--- config.mk ---
export PLATFORM = sky130hd
export DESIGN_NAME = fg_waveform_analyzer
export DESIGN_NICKNAME = d
export VERILOG_FILES = /design/src/rtl/fg_pkg.sv /design/src/rtl/fg_sat_counter.sv /design/src/rtl/fg_waveform_analyzer.sv
export SDC_FILE = /design/constraint.sdc
export NUM_CORES = 1
export LEC_CHECK = 0
export BUFFER_PORTS_ARGS = -buffer_cell sky130_fd_sc_hd__clkbuf_2
export CORE_MARGIN = 4
export CORE_UTILIZATION = 53
export DETAILED_ROUTE_END_ITERATION = 6
export GPL_ROUTABILITY_DRIVEN = 0
export PLACE_DENSITY = 0.76
export SLEW_MARGIN = 20
export SYNTH_ARGS = -nofsm -noshare
export SYNTH_HDL_FRONTEND = slang
export SYNTH_SLANG_ARGS = --single-unit
--- constraint.sdc ---
create_clock -name clk_i -period 4.02 [get_ports clk_i]
set_input_delay 0.603 -clock clk_i [delete_from_list [all_inputs] [get_ports clk_i]]
set_output_delay 0.603 -clock clk_i [all_outputs]
set_load 0.01 [all_outputs]
--- src/rtl/fg_pkg.sv ---
// fg_pkg
// Shared definitions for the waveform analyzer: FSM state encoding and the
// default counter / waveform widths used by the analyzer and its counters.
package fg_pkg;

   localparam int FG_COUNTER_BITWIDTH  = 32;
   localparam int FG_WAVEFORM_BITWIDTH = 16;

   typedef enum logic [2:0] {
      ST_ARM  = 3'd0,
      ST_LOW  = 3'd1,
      ST_RISE = 3'd2,
      ST_HIGH = 3'd3,
      ST_FALL = 3'd4
   } fg_state_t;

endpackage

--- src/rtl/fg_sat_counter.sv ---
// fg_sat_counter
// Saturating up-counter with synchronous load. Load has priority over
// increment; the count sticks at all-ones instead of wrapping.
// Ports:
//   i_clk      clock (rising edge)
//   i_rst      synchronous active-high reset, clears the count
//   i_en       increment enable
//   i_load     load i_load_val
//   i_load_val value loaded when i_load=1
//   o_count    current count
module fg_sat_counter
   import fg_pkg::*;
#(
   parameter int WIDTH = FG_COUNTER_BITWIDTH
) (
   input  logic             i_clk,
   input  logic             i_rst,
   input  logic             i_en,
   input  logic             i_load,
   input  logic [WIDTH-1:0] i_load_val,
   output logic [WIDTH-1:0] o_count
);

   logic [WIDTH-1:0] r_count;

   always_ff @(posedge i_clk) begin
      if (i_rst) begin
         r_count <= '0;
      end else if (i_load) begin
         r_count <= i_load_val;
      end else if (i_en && (r_count != '1)) begin
         r_count <= r_count + {{(WIDTH-1){1'b0}}, 1'b1};
      end
   end

   assign o_count = r_count;

endmodule

--- src/rtl/fg_waveform_analyzer.sv ---
// fg_waveform_analyzer
// Measures a periodic waveform with a hysteresis FSM (ARM/LOW/RISE/HIGH/FALL).
// A period starts on every LOW->RISE crossing; at each start the counts of
// the previous complete period are published together with its peak sample.
// Ports:
//   clk_i, rst_i          clock and synchronous active-high reset
//   clk_en_i              sample strobe, one sample per enabled clock
//   enable_i              measurement enable
//   sample_i              signed sample (WAVEFORM_BITWIDTH+1 bits)
//   thr_low_i/thr_high_i  unsigned hysteresis thresholds
//   timeout_i             maximum period in samples, 0 disables
//   period_o/on_o/rise_o/fall_o  sample counts of the last complete period
//   peak_o                maximum sample of the last complete period
//   valid_o, timeout_o    single-clock pulses
module fg_waveform_analyzer
   import fg_pkg::*;
#(
   parameter int COUNTER_BITWIDTH  = FG_COUNTER_BITWIDTH,
   parameter int WAVEFORM_BITWIDTH = FG_WAVEFORM_BITWIDTH
) (
   input  logic                                clk_i,
   input  logic                                rst_i,
   input  logic                                clk_en_i,
   input  logic                                enable_i,
   input  logic signed [WAVEFORM_BITWIDTH:0]   sample_i,
   input  logic        [WAVEFORM_BITWIDTH-1:0] thr_low_i,
   input  logic        [WAVEFORM_BITWIDTH-1:0] thr_high_i,
   input  logic        [COUNTER_BITWIDTH-1:0]  timeout_i,
   output logic        [COUNTER_BITWIDTH-1:0]  period_o,
   output logic        [COUNTER_BITWIDTH-1:0]  on_o,
   output logic        [COUNTER_BITWIDTH-1:0]  rise_o,
   output logic        [COUNTER_BITWIDTH-1:0]  fall_o,
   output logic signed [WAVEFORM_BITWIDTH:0]   peak_o,
   output logic                                valid_o,
   output logic                                timeout_o
);

   localparam int CW = COUNTER_BITWIDTH;
   localparam int SW = WAVEFORM_BITWIDTH + 1;

   fg_state_t            r_state;
   fg_state_t            w_next;
   logic                 r_armed;
   logic                 r_valid;
   logic                 r_timeout;
   logic [CW-1:0]        r_period;
   logic [CW-1:0]        r_on;
   logic [CW-1:0]        r_rise;
   logic [CW-1:0]        r_fall;
   logic signed [SW-1:0] r_peak_out;
   logic signed [SW-1:0] r_peak;

   logic w_cfg_ok, w_step, w_le_low, w_ge_high, w_tmo_hit;
   logic w_start, w_runt, w_tmo, w_do_start, w_clear, w_load;
   logic [CW-1:0] w_one;
   logic [CW-1:0] w_period_cnt, w_rise_cnt, w_on_cnt, w_fall_cnt;
   // Low time is counted so the period breakdown is complete, but it has no
   // output port of its own.
   logic [CW-1:0] w_low_cnt_unused;

   // Thresholds are zero-extended so a negative sample is always below them.
   assign w_le_low  = (sample_i <= $signed({1'b0, thr_low_i}));
   assign w_ge_high = (sample_i >= $signed({1'b0, thr_high_i}));
   assign w_cfg_ok  = enable_i && (thr_low_i < thr_high_i);
   assign w_step    = clk_en_i && w_cfg_ok;
   assign w_tmo_hit = (timeout_i != '0) && (w_period_cnt >= timeout_i) &&
                      (r_state != ST_ARM);

   always_comb begin
      w_next  = r_state;
      w_start = 1'b0;
      w_runt  = 1'b0;
      w_tmo   = 1'b0;
      case (r_state)
         ST_ARM:  if (w_le_low) w_next = ST_LOW;
         ST_LOW:  if (!w_le_low) begin
                     w_next  = ST_RISE;
                     w_start = 1'b1;
                  end
         ST_RISE: if (w_ge_high) w_next = ST_HIGH;
                  else if (w_le_low) begin
                     w_next = ST_LOW;
                     w_runt = 1'b1;
                  end
         ST_HIGH: if (!w_ge_high) w_next = ST_FALL;
         ST_FALL: if (w_le_low) w_next = ST_LOW;
                  else if (w_ge_high) begin
                     w_next = ST_HIGH;
                     w_runt = 1'b1;
                  end
         default: w_next = ST_ARM;
      endcase
      // A period start wins over a coincident timeout.
      if (w_tmo_hit && !w_start) begin
         w_next = ST_ARM;
         w_tmo  = 1'b1;
         w_runt = 1'b0;
      end
   end

   // Counters restart from zero whenever the FSM is (or is being sent) to ARM.
   assign w_do_start = w_step && w_start;
   assign w_clear    = !w_cfg_ok ||
                       (w_step && (w_tmo || (r_state == ST_ARM && w_next == ST_ARM)));
   assign w_load     = w_clear || w_do_start;
   assign w_one      = {{(CW-1){1'b0}}, w_do_start};

   fg_sat_counter #(.WIDTH(CW)) u_period_cnt (
      .i_clk(clk_i), .i_rst(rst_i), .i_en(w_step), .i_load(w_load),
      .i_load_val(w_one), .o_count(w_period_cnt));

   fg_sat_counter #(.WIDTH(CW)) u_low_cnt (
      .i_clk(clk_i), .i_rst(rst_i), .i_en(w_step && (w_next == ST_LOW)), .i_load(w_load),
      .i_load_val('0), .o_count(w_low_cnt_unused));

   fg_sat_counter #(.WIDTH(CW)) u_rise_cnt (
      .i_clk(clk_i), .i_rst(rst_i), .i_en(w_step && (w_next == ST_RISE)), .i_load(w_load),
      .i_load_val(w_one), .o_count(w_rise_cnt));

   fg_sat_counter #(.WIDTH(CW)) u_on_cnt (
      .i_clk(clk_i), .i_rst(rst_i), .i_en(w_step && (w_next == ST_HIGH)), .i_load(w_load),
      .i_load_val('0), .o_count(w_on_cnt));

   fg_sat_counter #(.WIDTH(CW)) u_fall_cnt (
      .i_clk(clk_i), .i_rst(rst_i), .i_en(w_step && (w_next == ST_FALL)), .i_load(w_load),
      .i_load_val('0), .o_count(w_fall_cnt));

   // Running peak of the current period; always reloaded at a start, so it
   // needs no reset.
   always_ff @(posedge clk_i) begin
      if (w_do_start) begin
         r_peak <= sample_i;
      end else if (w_step && (sample_i > r_peak)) begin
         r_peak <= sample_i;
      end
   end

   always_ff @(posedge clk_i) begin
      if (rst_i) begin
         r_state    <= ST_ARM;
         r_armed    <= 1'b0;
         r_valid    <= 1'b0;
         r_timeout  <= 1'b0;
         r_period   <= '0;
         r_on       <= '0;
         r_rise     <= '0;
         r_fall     <= '0;
         r_peak_out <= '0;
      end else begin
         r_valid   <= 1'b0;
         r_timeout <= 1'b0;
         if (!w_cfg_ok) begin
            r_state <= ST_ARM;
            r_armed <= 1'b0;
         end else if (clk_en_i) begin
            r_state   <= w_next;
            r_timeout <= w_tmo;
            if (w_start) begin
               r_armed <= 1'b1;
               // Publish only if the period just closed was seen from its start.
               if (r_armed) begin
                  r_valid    <= 1'b1;
                  r_period   <= w_period_cnt;
                  r_on       <= w_on_cnt;
                  r_rise     <= w_rise_cnt;
                  r_fall     <= w_fall_cnt;
                  r_peak_out <= r_peak;
               end
            end else if (w_runt || w_tmo) begin
               r_armed <= 1'b0;
            end
         end
      end
   end

   assign period_o  = r_period;
   assign on_o      = r_on;
   assign rise_o    = r_rise;
   assign fall_o    = r_fall;
   assign peak_o    = r_peak_out;
   assign valid_o   = r_valid;
   assign timeout_o = r_timeout;

endmodule

==> out/qor.yml <==
outcome: "finished, final reports clean"
layout_commonest_cell: "nand2_1"
finalPower_mw: 6.21
drt_wl_total_um: 36400
timing.max_cap.violations: 0
worstHoldPathCells: 1
fin_cells: 2359
antenna_found_initial: 0
finalSetupViolations: 0
p_int_mw: 4.80
first_pass_iters: 5
nFillCells: 2390
holdBufCountCts: 0
hold_viol: 0
ys.warnings.count: 0
synth_edf_count: 17
clkLatencyLatePin_ns: 0.55
cts_made_buffers: 31
min_to: "r_peak[0]$_DFFE_PP_"
synth.area.top_cells: "dfxtp_1 (39%), nand2_1 (9.4%), ha_1 (8.7%)"
pwr-share-clk_pct: 46.4
dp_cells: 2301
r2r_start: "u_period_cnt.o_count[0]$_SDFFE_PP0P_"
finClkSkew_ns: 0.0153
dieArea_mm2: 0.0299
ys_async_sr_fraction_pct: 0
start_kind: "register"
crit_type: "reg2reg"
post-dp-hpwl_um: 26700
synth_top_area_share_pct: 38.7
syn-num-nets: 1967
post_cts_resized: 0
core-area_mm2: 0.0269
ios: 232
period_minus_slack_ns: 3.43
holdCritPathClass: "in2reg"
syn_avg_cell_area_um2: 8.09
end_kind: "register"
start_util_pct: 53.6
rrSetupSlack_ns: 0.59
path_clk_slew_ns: 0.06
max_freq_ghz: 0.292
seqCellArea_mm2: 0.00610
clock-sinks: 296
cts_root_buf: "clkbuf_16"
period_share_pct: 85.2
grt_pass1_wl_um: 60000
drive_gt1_share_pct: 16.9
powerDensity_mw_per_mm2: 365
crit_path_max_fanout: 44
ant_nets: 0
power_leakage_nw: 6.69
crit_arrival_ns: 3.85
port_buffers: 231
mostFrequentLayoutCells: "nand2_1 (359), dfxtp_1 (279), clkbuf_2 (230)"
h-tree-depth: 1
ir_drop_uv: 323
pwr-share-seq_pct: 47.9
syn_area_mm2: 0.0144
synth_seq_cells: 296
num_antenna_cells: 0
post_cts_buffers: 0
num_vias: 13092
swShare_pct: 22.7
synthesis.instances: 1782
slew_viol_final: 0
pwr-share-comb_pct: 5.7
power.switching_mw: 1.41
drtIter0Drc: 731
die_x_um: 173
worst_pin_slew_ns: 1.06
rsz0062_at_grt: "false"
num_rows: 60
drc: 0
grt_max_degree: 97
crit_required_ns: 4.45
wire_per_inst_um: 15.4
ys_types: 74
syn_to_final_growth_pct: 18.0
whs_ns: 0.270
grt.overflow.total: 0
first_global_vias: 12278
synth_ff_type: "dfxtp_1"
ctsLongestPathBuffers: 3
setup_tns_ns: 0
yosysSeqAreaShare_pct: 42.3
reg2reg_to: "u_period_cnt.o_count[22]$_SDFFE_PP0P_"
multi_input_area_mm2: 0.00759
nets: 2178
tritoncts: "yes"
reg2reg_depth: 11
viasPerCell: 5.55
min-delay-start: "sample_i[0]"
relSlewSlack_pct: 29.2
die_y_um: 173
synth_top_cell_by_area: "dfxtp_1"
grt_usage_pct: 23.1
==> worst max-delay path, cell delays in order (launching register included) <==
cell	delay [ns]
dfxtp_1	0.43
inv_1	0.08
ha_1	0.27
nand2b_1	0.10
a2111oi_0	0.08
or4b_2	0.63
a31o_2	0.31
a21o_1	0.24
a21oi_1	0.25
or2_4	0.54
buf_12	0.29
nor2_1	0.07
==> per-stage QoR <==
step / instance area [um2] / utilization [%] / setup WS (ns)
finish: 17000 / 63.3 / 0.595
global route: 17000 / 63.3 / 0.372
CTS: 17000 / 63.3 / 0.594
detailed placement: 16000 / 59.4 / 0.277
global placement: 16000 / 59.4 / 0.383
floorplan: 14400 / - / 0.764
==> cells in the mapped netlist (3+ instances only) <==
master      n
o31ai_1     4
o21ai_0    57
nor2_1    118
dfxtp_1   279
nand2_1   360
xor2_1     51
buf_2      20
and4_1     14
nor4_1     19
o21a_1      7
o211ai_1    5
ha_1      100
mux2i_1     5
and2_1     10
a21o_1      6
clkbuf_1   56
nand4_1    43
edfxtp_1   17
nand2b_1    9
or4_1       7
nor2b_1     5
a211oi_1    5
nand3_1    77
buf_1       3
xnor2_1    26
a21oi_1   229
or3_1      43
nor3_1     19
inv_1     106
or2_2       4
and3_1     25
==> worst max path at each step <==
stage / from / endpoint / slack [ns]
after floorplan: thr_low_i[4] / u_on_cnt.o_count[3]$_SDFFE_PP0P_ / 0.76
after global placement: sample_i[4] / u_on_cnt.o_count[27]$_SDFFE_PP0P_ / 0.38
after detailed placement: sample_i[4] / u_on_cnt.o_count[27]$_SDFFE_PP0P_ / 0.28
after CTS: u_period_cnt.o_count[0]$_SDFFE_PP0P_ / u_fall_cnt.o_count[25]$_SDFFE_PP0P_ / 0.59
after global routing: u_period_cnt.o_count[0]$_SDFFE_PP0P_ / u_fall_cnt.o_count[10]$_SDFFE_PP0P_ / 0.37
final: u_period_cnt.o_count[0]$_SDFFE_PP0P_ / u_period_cnt.o_count[22]$_SDFFE_PP0P_ / 0.59
==> kinds of logic (layout without fill, tap and decap cells) <==
family | Yosys count | after routing | synth area share [%]
xor+xnor | 77 | 77 | 4.68
fa+ha+maj | 100 | 100 | 8.68
compound gates | 346 | 346 | 13.6
flops | 296 | 296 | 42.3
mux | 5 | 5 | 0.347
simple gates | 770 | 770 | 25.2
buf+inv | 188 | 424 | 5.17
==> per-layer routing <==
layer  global-route usage, %  up-vias  routed length (um)
met3                    3.83       53                1950
met1                    30.9     6137               16400
li1                        -     6578                   -
met2                    39.7      324               17500
met5                       0        -                   0
met4                    4.92        0                 612
==> power by group through the flow <==
stage	clock network, mW	registers (mW)	logic (mW)
final	2.88	2.97	0.351
after global routing	3.07	2.97	0.395
after CTS	2.93	2.97	0.349
after detailed placement	0	3.04	0.346
after global placement	0	3.04	0.336
after floorplan	0	3.04	0.212
==> registers in the layout (all words and copies together) (netlist names) <==
name / cells
fall_o: 32
on_o: 32
peak_o: 17
period_o: 32
r_armed: 1
r_peak: 17
r_state: 3
rise_o: 32
timeout_o: 1
u_fall_cnt.o_count: 32
u_on_cnt.o_count: 32
u_period_cnt.o_count: 32
u_rise_cnt.o_count: 32
valid_o: 1
==> layout make-up <==
type	count	area share [%]
clock inverter	16	0.890
tap	341	2.51
timing repair buffer	260	8.53
sequential	296	35.8
multi-input combinational	1298	44.6
inverter	106	2.34
clock buffer	42	5.27
No activity file was read; power rests on OpenSTA's default activity.
